## src/rtl/seq_mac_neuron.sv

```systemverilog
// Time-multiplexed MAC neuron: one signed multiplier per cycle, programmable weights, saturating ReLU.
// Optional bias register enabled by defining NEURON_BIAS_EN (written at w_addr == NUM_INPUTS).
module seq_mac_neuron #(
    parameter int NUM_INPUTS = 4,
    parameter int DATA_W     = 8,
    parameter int FRAC_W     = 4,
`ifdef NEURON_BIAS_EN
    localparam int AW = $clog2(NUM_INPUTS + 1)
`else
    localparam int AW = $clog2(NUM_INPUTS)
`endif
) (
    input  logic              clk,
    input  logic              rst_n,
    input  logic              w_we,
    input  logic [AW-1:0]     w_addr,
    input  logic [DATA_W-1:0] w_data,
    input  logic              in_valid,
    output logic              in_ready,
    input  logic [DATA_W-1:0] in_data,
    output logic              out_valid,
    input  logic              out_ready,
    output logic [DATA_W-1:0] out_data,
    output logic              busy
);
    localparam int ACC_W = 2 * DATA_W + $clog2(NUM_INPUTS) + 1;
    localparam int CW    = $clog2(NUM_INPUTS);
    localparam int PW    = 2 * DATA_W;

    localparam logic [1:0] S_IDLE  = 2'd0;
    localparam logic [1:0] S_ACCUM = 2'd1;
    localparam logic [1:0] S_ACT   = 2'd2;
    localparam logic [1:0] S_OUT   = 2'd3;

    localparam logic signed [ACC_W-1:0] OUT_MAX = ACC_W'((2 ** (DATA_W - 1)) - 1);

    logic [1:0]               state_q, state_d;
    logic [CW-1:0]            count_q, count_d;
    logic signed [ACC_W-1:0]  acc_q, acc_d;
    logic [DATA_W-1:0]        out_data_q, out_data_d;
    logic                     rdy_en_q;
    logic signed [DATA_W-1:0] weight_q [NUM_INPUTS];
    logic signed [DATA_W-1:0] weight_d [NUM_INPUTS];

    logic                     accept;
    logic signed [DATA_W-1:0] weight_sel;
    logic signed [PW-1:0]     prod;
    logic signed [ACC_W-1:0]  prod_ext;
    logic signed [ACC_W-1:0]  acc_init;
    logic signed [ACC_W-1:0]  t_shift;

    genvar gi;
    generate
        for (gi = 0; gi < NUM_INPUTS; gi++) begin : g_weight
            assign weight_d[gi] = (w_we && (w_addr == AW'(gi))) ? $signed(w_data) : weight_q[gi];
        end
    endgenerate

    always_ff @(posedge clk or negedge rst_n) begin
        if (!rst_n) begin
            weight_q <= '{default: '0};
        end else begin
            weight_q <= weight_d;
        end
    end

`ifdef NEURON_BIAS_EN
    logic signed [DATA_W-1:0] bias_q, bias_d;

    assign bias_d   = (w_we && (w_addr == AW'(NUM_INPUTS))) ? $signed(w_data) : bias_q;
    // Bias sits at the same binary point as the products, hence the FRAC_W pre-shift.
    assign acc_init = ACC_W'(bias_q) <<< FRAC_W;

    always_ff @(posedge clk or negedge rst_n) begin
        if (!rst_n) begin
            bias_q <= '0;
        end else begin
            bias_q <= bias_d;
        end
    end
`else
    assign acc_init = '0;
`endif

    assign accept     = in_valid && in_ready;
    assign weight_sel = weight_q[count_q];
    assign prod       = $signed(in_data) * weight_sel;
    assign prod_ext   = {{(ACC_W - PW){prod[PW-1]}}, prod};
    assign t_shift    = acc_q >>> FRAC_W;

    always_comb begin
        state_d    = state_q;
        count_d    = count_q;
        acc_d      = acc_q;
        out_data_d = out_data_q;
        case (state_q)
            S_IDLE: begin
                if (accept) begin
                    acc_d   = acc_init + prod_ext;
                    count_d = CW'(1);
                    state_d = S_ACCUM;
                end
            end
            S_ACCUM: begin
                if (accept) begin
                    acc_d = acc_q + prod_ext;
                    if (count_q == CW'(NUM_INPUTS - 1)) begin
                        count_d = '0;
                        state_d = S_ACT;
                    end else begin
                        count_d = count_q + 1'b1;
                    end
                end
            end
            S_ACT: begin
                if (t_shift < 0) begin
                    out_data_d = '0;
                end else if (t_shift > OUT_MAX) begin
                    out_data_d = OUT_MAX[DATA_W-1:0];
                end else begin
                    out_data_d = t_shift[DATA_W-1:0];
                end
                state_d = S_OUT;
            end
            S_OUT: begin
                if (out_ready) begin
                    state_d = S_IDLE;
                end
            end
            default: state_d = S_IDLE;
        endcase
    end

    always_ff @(posedge clk or negedge rst_n) begin
        if (!rst_n) begin
            state_q    <= S_IDLE;
            count_q    <= '0;
            acc_q      <= '0;
            out_data_q <= '0;
            rdy_en_q   <= 1'b0;
        end else begin
            state_q    <= state_d;
            count_q    <= count_d;
            acc_q      <= acc_d;
            out_data_q <= out_data_d;
            rdy_en_q   <= 1'b1;
        end
    end

    // in_ready stays low until the first clock after reset release.
    assign in_ready  = rdy_en_q && ((state_q == S_IDLE) || (state_q == S_ACCUM));
    assign out_valid = (state_q == S_OUT);
    assign busy      = (state_q != S_IDLE);
    assign out_data  = out_data_q;

endmodule

```

## config.mk

```make
export PLATFORM = sky130hd
export DESIGN_NAME = seq_mac_neuron
export DESIGN_NICKNAME = d
export VERILOG_FILES = /design/src/rtl/seq_mac_neuron.sv
export SDC_FILE = /design/constraint.sdc
export NUM_CORES = 1
export LEC_CHECK = 0
export ABC_AREA = 1
export CORE_MARGIN = 3
export CORE_UTILIZATION = 25
export CTS_BUF_LIST = sky130_fd_sc_hd__clkbuf_8
export CTS_CLUSTER_SIZE = 14
export DETAILED_ROUTE_END_ITERATION = 8
export SLEW_MARGIN = 10
export SYNTH_ARGS = -nofsm -noshare
export SYNTH_HDL_FRONTEND = slang
export SYNTH_SLANG_ARGS = --single-unit
```

## constraint.sdc

```tcl
create_clock -name clk -period 7.3 [get_ports clk]
set_input_delay 1.46 -clock clk [delete_from_list [all_inputs] [get_ports clk]]
set_output_delay 1.46 -clock clk [all_outputs]
set_load 0.1 [all_outputs]
```

# After elaboration in Yosys (flattened, before gate mapping)
# Cells that the tools add are included.
[op_classes] add_sub_neg=2 mul=1 n_lt_le_gt_ge=3 eq_ne=11 muxes=16 bitwise_logic=1 reduce_logical=13
[ops] operator="two-way mux 19 bit" n=2
[ops] operator="one-hot mux 19 bit (2 select lines)" n=1
[ops] operator="two-way mux 8 bit" n=4
[ops] operator="adder 19 x 16 -> 19 bit" n=1
[ops] operator="binary-select mux 8 bit (select 2 bit)" n=1
[ops] operator="multiplier 8 x 8 -> 16 bit" n=1
[ops] operator="> comparator 15 x 8 -> 1 bit, second input constant" n=1
[ops] operator="less-than comparator 15 x 1 -> 1 bit, second input constant" n=1
[ops] operator="two-way mux 2 bit" n=6
[ops] operator="equality test 2 bit, second input constant" n=5
[ops] operator="one-hot mux 2 bit (4 select lines)" n=1
[ops] operator="logical AND 1 bit" n=6
[ops] operator="inequality test 2 bit, second input constant" n=3
[ops] operator="equality test 2 x 1 -> 1 bit, second input constant" n=2
[ops] operator="logical NOT 2 bit" n=2
[ops] operator="one-hot mux 2 bit (2 select lines)" n=1
[ops] operator="AND reduction 4 bit" n=1
[ops] operator="nonzero test 2 bit" n=2
[ops] operator="greater-or-equal comparator 3 bit, second input constant" n=1
[ops] operator="NOT 2 -> 3 bit" n=1
[ops] operator="AND reduction 3 bit" n=1
[ops] operator="adder 2 x 1 -> 2 bit, second input constant" n=1
[ops] operator="inequality test 2 x 1 -> 1 bit, second input constant" n=1
[ops] operator="logical OR 1 bit" n=1
[word_totals] ff_bits=64 output_inout_bits=11 elab_cells=56

# Logic depth before layout (Yosys ltp)
# Gate-level depths: netlist of the first run.
[depth] ltp_word=8 ltp_mapped=38 depth_no_buf=36

# Worst setup path after synthesis of the first run
# Ideal clock, no wire load.
[synth_timing] kind="input-to-reg" start="input in_data[7]" end="register acc_q[18]" setup_time_ps=117 arrival_ps=6199 path_slack_ps=983 stages=29 path_buffers=0 path_cell_list="inv_1 -> nor2_1 -> fa_1 -> inv_1 -> fa_1 -> inv_1 -> fa_1 -> inv_1 -> fa_1 -> inv_1 -> ha_1 -> nand2_1 -> nor2_1 -> nand3_1 -> nand3_1 -> xor2_1 -> inv_1 -> ha_1 -> nand2_2 -> nor2_2 -> nand2_1 -> nor2_1 -> nand2_1 -> nand3_1 -> nand2_1 -> nand3_1 -> nand2_1 -> nand3_1 -> nand2_1"
[synth_via] elab_chain_len=4 word_cells_on_any_way=5 cone_classes="add/sub: 1; mul: 1; mux: 3"
[synth_lines] element="start, declared" line_no="20" text="input logic [DATA_W-1:0] in_data,"
[synth_lines] element="multiplier 8 x 8 -> 16 bit *" line_no="87" text="assign prod = $signed(in_data) * weight_sel;"
[synth_lines] element="adder 19 x 16 -> 19 bit" line_no="106" text="acc_d = acc_q + prod_ext;"
[synth_lines] element="two-way mux 19 bit" line_no="105" text="if (accept) begin"
[synth_lines] element="one-hot mux 19 bit (2 select lines) *" line_no="96" text="case (state_q)"
[synth_lines] element="end signal, assigned" line_no="138" text="acc_q <= '0;"
[synth_lines] element="end signal, assigned" line_no="144" text="acc_q <= acc_d;"
[synth_lines] element="end, declared" line_no="39" text="logic signed [ACC_W-1:0] acc_q, acc_d;"
# Mark *: on every way between the ends. The rest lies on a longest branch, timed or not. The select of a mux whose other input is x is not followed.
# A chain may end at the register's enable or synchronous reset.

# Final worst setup path of the first run
[layout_timing] start="input in_data[7]" end="register acc_q[12]"
# The elaborated chain is that of the path after synthesis.

==> metrics.md, run 1 <==
| Metric | Value |
|---|---|
| Status | finished clean |
| Num CTS Buffers | 9 |
| Critical path class | in2reg |
| Vias in the first global route | 5533 |
| Achievable Freq | 0.1465 GHz |
| Crit-path max FO | 7 |
| DP Wirelength | 12610 um |
| Post-Syn Area | 6648 um^2 |
| CTS tree | built |
| Initial detailed-routing violation count | 241 |
| Critical path startpoint category | input pin |
| Global-route wire length before repair | 27010 um |
| Yosys reg bits | 64 |
| Global routing usage on met2 | 19.75% |
| Clock slew at reported path FFs | 0.08 ns |
| Final setup violation count | 0 |
| Die Span Y | 169.1 um |
| # rows | 59 |
| YS warnings | 0 |
| WL final | 15520 um |
| Post-layout nets | 1077 |
| Avg Cell Area, Syn | 7.329 um^2 |
| Initial antenna violation count | 0 |
| Root Buffer | clkbuf_8 |
| WL/cell | 12.10 um |
| Io pins | 34 |
| Final hold violations | 0 |
| 1st-pass router iterations | 5 |
| Required time of the critical path | 7.56 ns |
| GR peak layer | met2 |
| DIE AREA | 28580 um^2 |
| Global-route track usage on met1 | 14.93% |
| Clock skew | 0.01075 ns |
| Antenna Nets Post-Route | 0 |
| Slew Viols, Final | 0 |
| Hold Buf Count CTS | 0 |
| GRT overflow | 0 |
| Max Root-Sink Buffers | 2 |
| Port Buffers | 33 |
| Worst Max-Slew Pin Slew | 0.9906 ns |
| DR DRC count | 0 |
| Antenna diodes | 0 |
| Die width | 169.1 um |
| Synth area leader | dfrtp_1 |
| Post-DR vias/cell | 4.369 |
| Yosys cell types | 39 |
| Vias | 5606 |
| WHS | 0.4795 ns |
| Share of layout cells above drive strength 1 | 5.485% |
| Clock Latency Late Sink | 0.37 ns |
| Max cap viols | 0 |
| Unrepaired setup endpoints after global routing | no |
| Worst hold path type | reg2reg |
| Synth top area cells | dfrtp_1 24%, fa_1 17%, nand2_1 13% |
| Slew headroom | 33.76% |
| RePlAce Congestion | 0.9090 |
| H-Tree Depth | 3 |
| Post-synth top area share | 24.09% |
| WP data arrival | 7.09 ns |
| Async set or reset register ratio after synthesis | 100.0% |
| Tot GR Track Use | 11.43% |
| Pin count of the biggest net entering global routing | 65 |
| Critical Path Sink Type | register |
| Synthesized net count | 1041 |
| TritonCTS Sinks | 64 |
| Initial core utilization | 25.44% |
| Setup TNS | 0 ns |
| Post-Synthesis Cells | 907 |
| Fin crit share | 93.53% |
| Core box area | 26130 um^2 |
| Main flop type after synthesis | dfrtp_1 |
| Met3 Use GR | 1.728% |
| Number of synthesized flops with an enable pin | 0 |
| Clock period minus worst slack | 6.828 ns |
| Area grow syn2layout | 14.40% |
| Sequential area share after synthesis | 24.09% |
[layout make-up]
class / instances / area [um^2]
Clock buffer: 9 / 123.9
Clock inverter: 7 / 102.6
Fill cell: 2909 / 18530
Inverter: 163 / 614.3
Multi-Input combinational cell: 665 / 4365
Sequential cell: 64 / 1602
Tap cell: 335 / 419.2
Timing Repair Buffer: 40 / 377.9
[metrics by stage]
| stage | setup WS, ns | instances | utilization (%) | instance area (um^2) |
|---|---|---|---|---|
| finish | 0.4723 | 1283 | 29.10 | 7605 |
| global route | 0.01405 | 1283 | 29.10 | 7605 |
| CTS | 0.4054 | 1283 | 29.09 | 7602 |
| detailed placement | -0.003208 | 1267 | 28.22 | 7376 |
| global placement | 0.05476 | 1267 | 28.22 | 7376 |
| floorplan | 0.9832 | 907 | - | 6648 |
[routing by layer]
metal / part of all wire, % / vias to the layer above / routed length [um]
met5: 0 / - / 0
met4: 1.8 / 0 / 272
met3: 2.8 / 17 / 428
met2: 50 / 94 / 7727
met1: 46 / 2608 / 7095
li1: - / 2887 / -
[sequential cells by signal (all words and copies together), names as in the netlist]
signal,flops
acc_q,19
count_q,2
out_data,8
rdy_en_q,1
state_q,2
weight_q,32
[worst paths after layout]
path,depth (start not counted),slack (ns),to,startpoint
hold reg to reg,2,0.48,out_data[0],out_data[0]
hold / removal,2,0.48,out_data[0],out_data[0]
max in group asynchronous,2,5.47,acc_q[18],rst_n
setup / recovery,25,0.47,acc_q[12],in_data[7]
setup reg to reg,26,1.02,acc_q[12],count_q[1]
min in group asynchronous,2,1.24,weight_q[7],rst_n
[timing repair]
action                                  4_1_cts  5_1_grt
gates resized for setup                       0        1
setup buffers                                 0        0
endpoints found under the setup margin        0        6
[Yosys cell counts (2+ instances only)]
| cell type | instances |
|---|---|
| inv_2 | 7 |
| o21ai_1 | 8 |
| clkbuf_1 | 7 |
| nand4_1 | 7 |
| o211ai_1 | 2 |
| xnor2_1 | 7 |
| inv_1 | 155 |
| a21boi_2 | 3 |
| nand2_2 | 5 |
| nor2_2 | 2 |
| fa_1 | 56 |
| nand3_1 | 50 |
| a21o_1 | 4 |
| a21oi_2 | 3 |
| ha_1 | 55 |
| dfrtp_1 | 64 |
| o21ai_0 | 60 |
| nand3_2 | 2 |
| buf_2 | 7 |
| nor3_1 | 4 |
| nor2_1 | 107 |
| nand3b_1 | 4 |
| nand2_1 | 229 |
| a21oi_1 | 29 |
| o21bai_1 | 3 |
| xor2_1 | 14 |
[cells in the final DEF, fill, tap and decap left out, drive strengths merged, types with 32 or more instances in the layout]
| cell | instances |
|---|---|
| nand3 | 52 |
| dfrtp | 64 |
| fa | 56 |
| clkdlybuf4s50 | 32 |
| a21oi | 32 |
| ha | 55 |
| nor2 | 110 |
| inv | 165 |
| o21ai | 69 |
| nand2 | 234 |
[cell families after synthesis]
family | synth area share, %
buffers and inverters | 10.28
AOI/OAI and AO/OA | 10.22
other | 0.05641
DFF | 24.09
adders and majority gates | 27.22
xor gates and xnor gates | 2.767
and+or+nand+nor | 25.37
[critical path, stage by stage]
cell	delay, ns
clkdlybuf4s50_1	0.48
inv_1	0.12
nor2_2	0.21
inv_1	0.09
fa_1	0.53
inv_1	0.05
fa_1	0.46
fa_1	0.54
inv_1	0.05
fa_1	0.53
inv_1	0.04
ha_1	0.34
a21oi_1	0.20
o21ai_1	0.12
a21oi_1	0.17
xor2_1	0.30
inv_1	0.08
ha_1	0.35
nand2_1	0.14
inv_1	0.05
a21oi_1	0.19
nand3_1	0.17
xor2_1	0.17
o21ai_0	0.18
nand2_1	0.07
Power of run 1 is left out: the tool's default activity adds up to more than one toggle a clock period on the data nets, which glitch-free logic cannot reach.
==> inputs of run 2 (changes only) <==
--- a/config.mk
+++ b/config.mk
@@ -9,8 +9,11 @@
 export CORE_MARGIN = 3
 export CORE_UTILIZATION = 25
 export CTS_BUF_LIST = sky130_fd_sc_hd__clkbuf_8
+export CTS_CLUSTER_DIAMETER = 120
 export CTS_CLUSTER_SIZE = 14
 export DETAILED_ROUTE_END_ITERATION = 8
+export GPL_ROUTABILITY_DRIVEN = 0
+export SKIP_CTS_REPAIR_TIMING = 1
 export SLEW_MARGIN = 10
 export SYNTH_ARGS = -nofsm -noshare
 export SYNTH_HDL_FRONTEND = slang
==> metrics.md, run 2 (synthesized netlist as in run 1, its figures left out) <==
| Metric | Value |
|---|---|
| Status | finished clean |
| Pin count of the biggest net entering global routing | 65 (unchanged) |
| Critical path startpoint category | input pin |
| Most frequent CP cell | inv_1 |
| GRT overflow | 0 (unchanged) |
| Slowest cell delay on critical path | 0.54 ns (about the same) |
| Max cap viols | 0 (unchanged) |
| Clock period minus worst slack | 6.891 ns (+0.06303 ns) |
| Worst Hold Path EP | out_data[1] |
| Io pins | 34 (unchanged) |
| Die Span Y | 169.1 um (unchanged) |
| Antenna diodes | 0 (unchanged) |
| Clock skew | 0.02836 ns (+0.01761 ns) |
| Top reg by flops | weight_q |
| # rows | 59 (unchanged) |
| WL final | 15520 um (about the same) |
| Share of layout cells above drive strength 1 | 5.380% (-0.11 points) |
| Critical path class | in2reg |
| Area grow syn2layout | 13.59% |
| Register-to-Register Setup Slack | 0.86 ns (-0.16 ns) |
| Max Root-Sink Buffers | 2 (unchanged) |
| Clock Latency Late Sink | 0.38 ns (about the same) |
| Placed instance area | 7376 um^2 (unchanged) |
| Initial core utilization | 25.44% (unchanged) |
| WP data arrival | 7.17 ns (+0.08 ns) |
| WHS | 0.4840 ns (+0.004547 ns) |
| Die width | 169.1 um (unchanged) |
| Worst hold path type | reg2reg |
| Post-layout nets | 1077 (unchanged) |
| Largest register FFs | 32 (unchanged) |
| Vias in the first global route | 5616 (+1.5%) |
| DP Wirelength | 12300 um (-2.4%) |
| Kind of cell adding the most delay to the critical path | adder cells |
| Slew Viols, Final | 0 (unchanged) |
| Antenna Nets Post-Route | 0 (unchanged) |
| Crit-path max FO | 7 (unchanged) |
| Required time of the critical path | 7.58 ns (+0.02 ns) |
| Clock slew at reported path FFs | 0.10 ns (+0.02 ns) |
| Initial detailed-routing violation count | 248 (+2.9%) |
| DIE AREA | 28580 um^2 (unchanged) |
| Port Buffers | 33 (unchanged) |
| Crit path buffers/inverters | 7 (-1) |
| R2r endpoint | acc_q[13] |
| Tot GR Track Use | 11.31% (-0.12 points) |
| Initial antenna violation count | 0 (unchanged) |
| Worst hold start | out_data[1] |
| Post-DR vias/cell | 4.348 (-0.48%) |
| R2r worst-path depth | 28 (+7.7%) |
| WL/cell | 12.10 um (about the same) |
| DR DRC count | 0 (unchanged) |
| CP max-delay cell | fa_1 |
| TritonCTS Sinks | 64 (unchanged) |
| 1st-pass router iterations | 6 (+1) |
| Worst Max-Slew Pin Slew | 0.9739 ns (-0.01665 ns) |
| H-Tree Depth | 3 (unchanged) |
| Vias | 5579 (-0.48%) |
| Critical Path Sink Type | register |
| Final hold violations | 0 (unchanged) |
| R2R Path Start | count_q[0] |
| Global-route wire length before repair | 26850 um (-0.61%) |
| Num CTS Buffers | 9 (unchanged) |
| Core box area | 26130 um^2 (unchanged) |
| Root Buffer | clkbuf_8 |
| Achievable Freq | 0.1451 GHz (-0.91%) |
| Final setup violation count | 0 (unchanged) |
| Slew headroom | 34.87% (+1.1 points) |
| Hold Path Depth | 2 (unchanged) |
| Commonest non-fill, non-tap cell in the layout | nand2_1 |
| Commonest cells after routing, fill and taps aside | 229 x nand2_1, 156 x inv_1, 106 x nor2_1, 64 x dfrtp_1, 60 x o21ai_0 |
| Unrepaired setup endpoints after global routing | no |
| Fin crit share | 94.39% (+0.86 points) |
| Post-route cell area | 7551 um^2 (-0.71%) |
| CTS tree | built |
## run 2: cell types whose count changed in the layout (fill, tap and decap cells not counted), sizes merged
cell / before / now
bufinv: 2 / 0
clkinvlp: 1 / 3
## run 2: area by class of cell
class                           count  area, um^2
Multi-Input combinational cell    665        4365
Clock buffer                        9       123.9
Inverter                          163       614.3
Sequential cell                    64        1602
Clock inverter                      7       48.80
Tap cell                          335       419.2
Fill cell                        2882       18580
Timing Repair Buffer               40       377.9
## run 2: how the worst max path moves through the flow
stage               startpoint        end  slack [ns]  depth (start not counted)
floorplan           in_data[7]  acc_q[18]        0.98                         29
global placement    in_data[4]  acc_q[13]         0.1                         26
detailed placement  in_data[7]  acc_q[18]       -0.04                         29
CTS                 in_data[7]  acc_q[18]        0.36                         29
global route        in_data[7]  acc_q[18]        0.03                         30
finish              in_data[7]  acc_q[12]        0.41                         25
## run 2: metal layers
layer | up-vias | wire (um) | GRT usage [%]
met5 | - | 0 | 0
met4 | 0 | 246 | 3.094
met3 | 20 | 439 | 1.635
met2 | 76 | 7489 | 19.59
met1 | 2594 | 7345 | 14.77
li1 | 2889 | - | -
## run 2: worst reg2reg max path, delay by kind of cell (launching register included)
kind                       cells  cell delay [ns]
buffers and inverters          6             0.73
and+or+nand+nor               12             1.17
AOI/OAI and AO/OA              3             0.78
xor gates and xnor gates       1             0.35
DFF                            1             0.49
adders and majority gates      6             2.82
## run 2: metrics by stage
stage,TNS [ns],std cells,util (%),setup WS [ns]
after floorplan,0,907,-,0.9832
after global placement,0,1267,28.22,0.09920
after detailed placement,-0.06642,1267,28.22,-0.03617
after CTS,0,1283,28.89,0.3569
after global routing,0,1283,28.90,0.02737
final,0,1283,28.90,0.4093
Power of run 2 is left out for the same reason.
==> inputs of run 3 (changes only) <==
==> constraint.sdc (replaced) <==
create_clock -name clk -period 7.3 [get_ports clk]
set_input_delay 1.095 -clock clk [delete_from_list [all_inputs] [get_ports clk]]
set_output_delay 1.095 -clock clk [all_outputs]
set_load 0.1 [all_outputs]
==> metrics.md, run 3 (synthesized netlist as in run 1, its figures left out) <==
| Metric | Value |
|---|---|
| WP data arrival | 6.95 ns (-0.22 ns) |
| Achievable Freq | 0.1507 GHz (+3.8%) |
| CTS tree | built |
| Slew Viols, Final | 0 (unchanged) |
| 1st-pass router iterations | 5 (-1) |
| Setup crit start | in_data[7] |
| Final setup violation count | 0 (unchanged) |
| Max Root-Sink Buffers | 2 (unchanged) |
| DP Wirelength | 12460 um (+1.3%) |
| Critical Path Sink Type | register |
| Vias in the first global route | 5631 (+0.27%) |
| Initial antenna violation count | 0 (unchanged) |
| Clock slew at reported path FFs | 0.09 ns (about the same) |
| WL/cell | 12.25 um (+1.2%) |
| Vias | 5699 (+2.2%) |
| Global-route wire length before repair | 26880 um (+0.10%) |
| Slew headroom | 34.29% (-0.58 points) |
| Max cap viols | 0 (unchanged) |
| TritonCTS Sinks | 64 (unchanged) |
| Status | finished clean |
| Core box area | 26130 um^2 (unchanged) |
| Critical path startpoint category | input pin |
| Antenna diodes | 0 (unchanged) |
| Clock Latency Late Sink | 0.37 ns (about the same) |
| Tot GR Track Use | 11.32% (+0.012 points) |
| Initial core utilization | 25.44% (unchanged) |
| Top reg by flops | weight_q |
| R2R Path Start | count_q[0] |
| WL final | 15690 um (+1.1%) |
| Initial detailed-routing violation count | 339 (+37%) |
| DIE AREA | 28580 um^2 (unchanged) |
| Required time of the critical path | 7.61 ns (+0.03 ns) |
| Pin count of the biggest net entering global routing | 65 (unchanged) |
| Share of layout cells above drive strength 1 | 5.180% (-0.20 points) |
| Final hold violations | 0 (unchanged) |
| Commonest cells after routing, fill and taps aside | 229 x nand2_1, 155 x inv_1, 107 x nor2_1, 64 x dfrtp_1, 60 x o21ai_0 |
| Critical path class | in2reg |
| Post-layout nets | 1075 (-0.19%) |
| Post-DR vias/cell | 4.449 (+2.3%) |
| Port Buffers | 33 (unchanged) |
| Fin crit share | 90.91% (-3.5 points) |
| # rows | 59 (unchanged) |
| Clock period minus worst slack | 6.636 ns (-0.2543 ns) |
| Die width | 169.1 um (unchanged) |
| Worst hold path type | reg2reg |
| DR DRC count | 0 (unchanged) |
| Die Span Y | 169.1 um (unchanged) |
| Setup TNS | 0 ns (unchanged) |
| Commonest non-fill, non-tap cell in the layout | nand2_1 |
| Clock skew | 0.02282 ns (-0.005538 ns) |
| Antenna Nets Post-Route | 0 (unchanged) |
| H-Tree Depth | 3 (unchanged) |
| Unrepaired setup endpoints after global routing | no |
| Worst hold start | out_data[6] |
| Largest register FFs | 32 (unchanged) |
| WHS | 0.4833 ns (-0.0006750 ns) |
| GRT overflow | 0 (unchanged) |
| Io pins | 34 (unchanged) |
| Worst Max-Slew Pin Slew | 0.9825 ns (+0.008604 ns) |
| Root Buffer | clkbuf_8 |
| Crit-path max FO | 7 (unchanged) |
| Area grow syn2layout | 14.55% |
| Num CTS Buffers | 9 (unchanged) |
## run 3: changes by cell type in the layout (fill, tap and decap cells not counted), sizes merged
cell      delta
clkbuf       +1
clkinvlp     -3
bufinv       +3
clkinv       +1
inv          -2
buf          -2
## run 3: final cells by class
type / count / area, um^2
clock buffers: 10 / 137.6
clock inverters: 6 / 116.4
fillers: 2853 / 18520
inverters: 163 / 614.3
multi-input cells: 665 / 4363
flip-flops and latches: 64 / 1602
well taps: 335 / 419.2
repair buffers: 38 / 362.8
## run 3: final timing paths
check / end / slack (ns) / cells after the start
max: acc_q[15] / 0.66 / 25
min: out_data[6] / 0.48 / 2
max reg2reg: acc_q[15] / 0.88 / 27
min reg2reg: out_data[6] / 0.48 / 2
max in group asynchronous: acc_q[4] / 5.82 / 2
min in group asynchronous: weight_q[23] / 0.89 / 2
## run 3: critical path: stages
cell	delay, ns
clkdlybuf4s50_1	0.49
inv_1	0.11
nor2_1	0.28
inv_1	0.11
fa_1	0.54
inv_1	0.05
fa_1	0.46
fa_1	0.54
inv_1	0.05
fa_1	0.53
inv_1	0.04
ha_1	0.34
a21oi_1	0.20
o21ai_1	0.11
a21oi_1	0.16
xor2_1	0.30
inv_1	0.08
ha_1	0.35
a21oi_1	0.25
o21ai_0	0.20
a21oi_1	0.27
nand2_1	0.08
nand2_1	0.06
nand3_1	0.08
a21boi_2	0.16
## run 3: layer usage
metal / wire [um] / vias up / share of wire (%) / GRT usage, %
met2: 7641 / 119 / 49 / 19.54
met3: 584 / 24 / 3.7 / 1.705
met5: 0 / - / 0 / 0
met4: 323 / 0 / 2.1 / 3.450
li1: - / 2892 / - / -
met1: 7137 / 2664 / 45 / 14.66
## run 3: per-stage QoR
step | utilization [%] | cells | area [um^2] | setup WS (ns)
final | 29.14 | 1281 | 7615 | 0.6636
after detailed placement | 28.17 | 1265 | 7361 | 0.3505
after floorplan | - | 907 | 6648 | 1.348
after CTS | 29.14 | 1281 | 7615 | 0.7399
after global routing | 29.14 | 1281 | 7615 | 0.1621
after global placement | 28.17 | 1265 | 7361 | 0.4090
Power of run 3 is left out for the same reason.
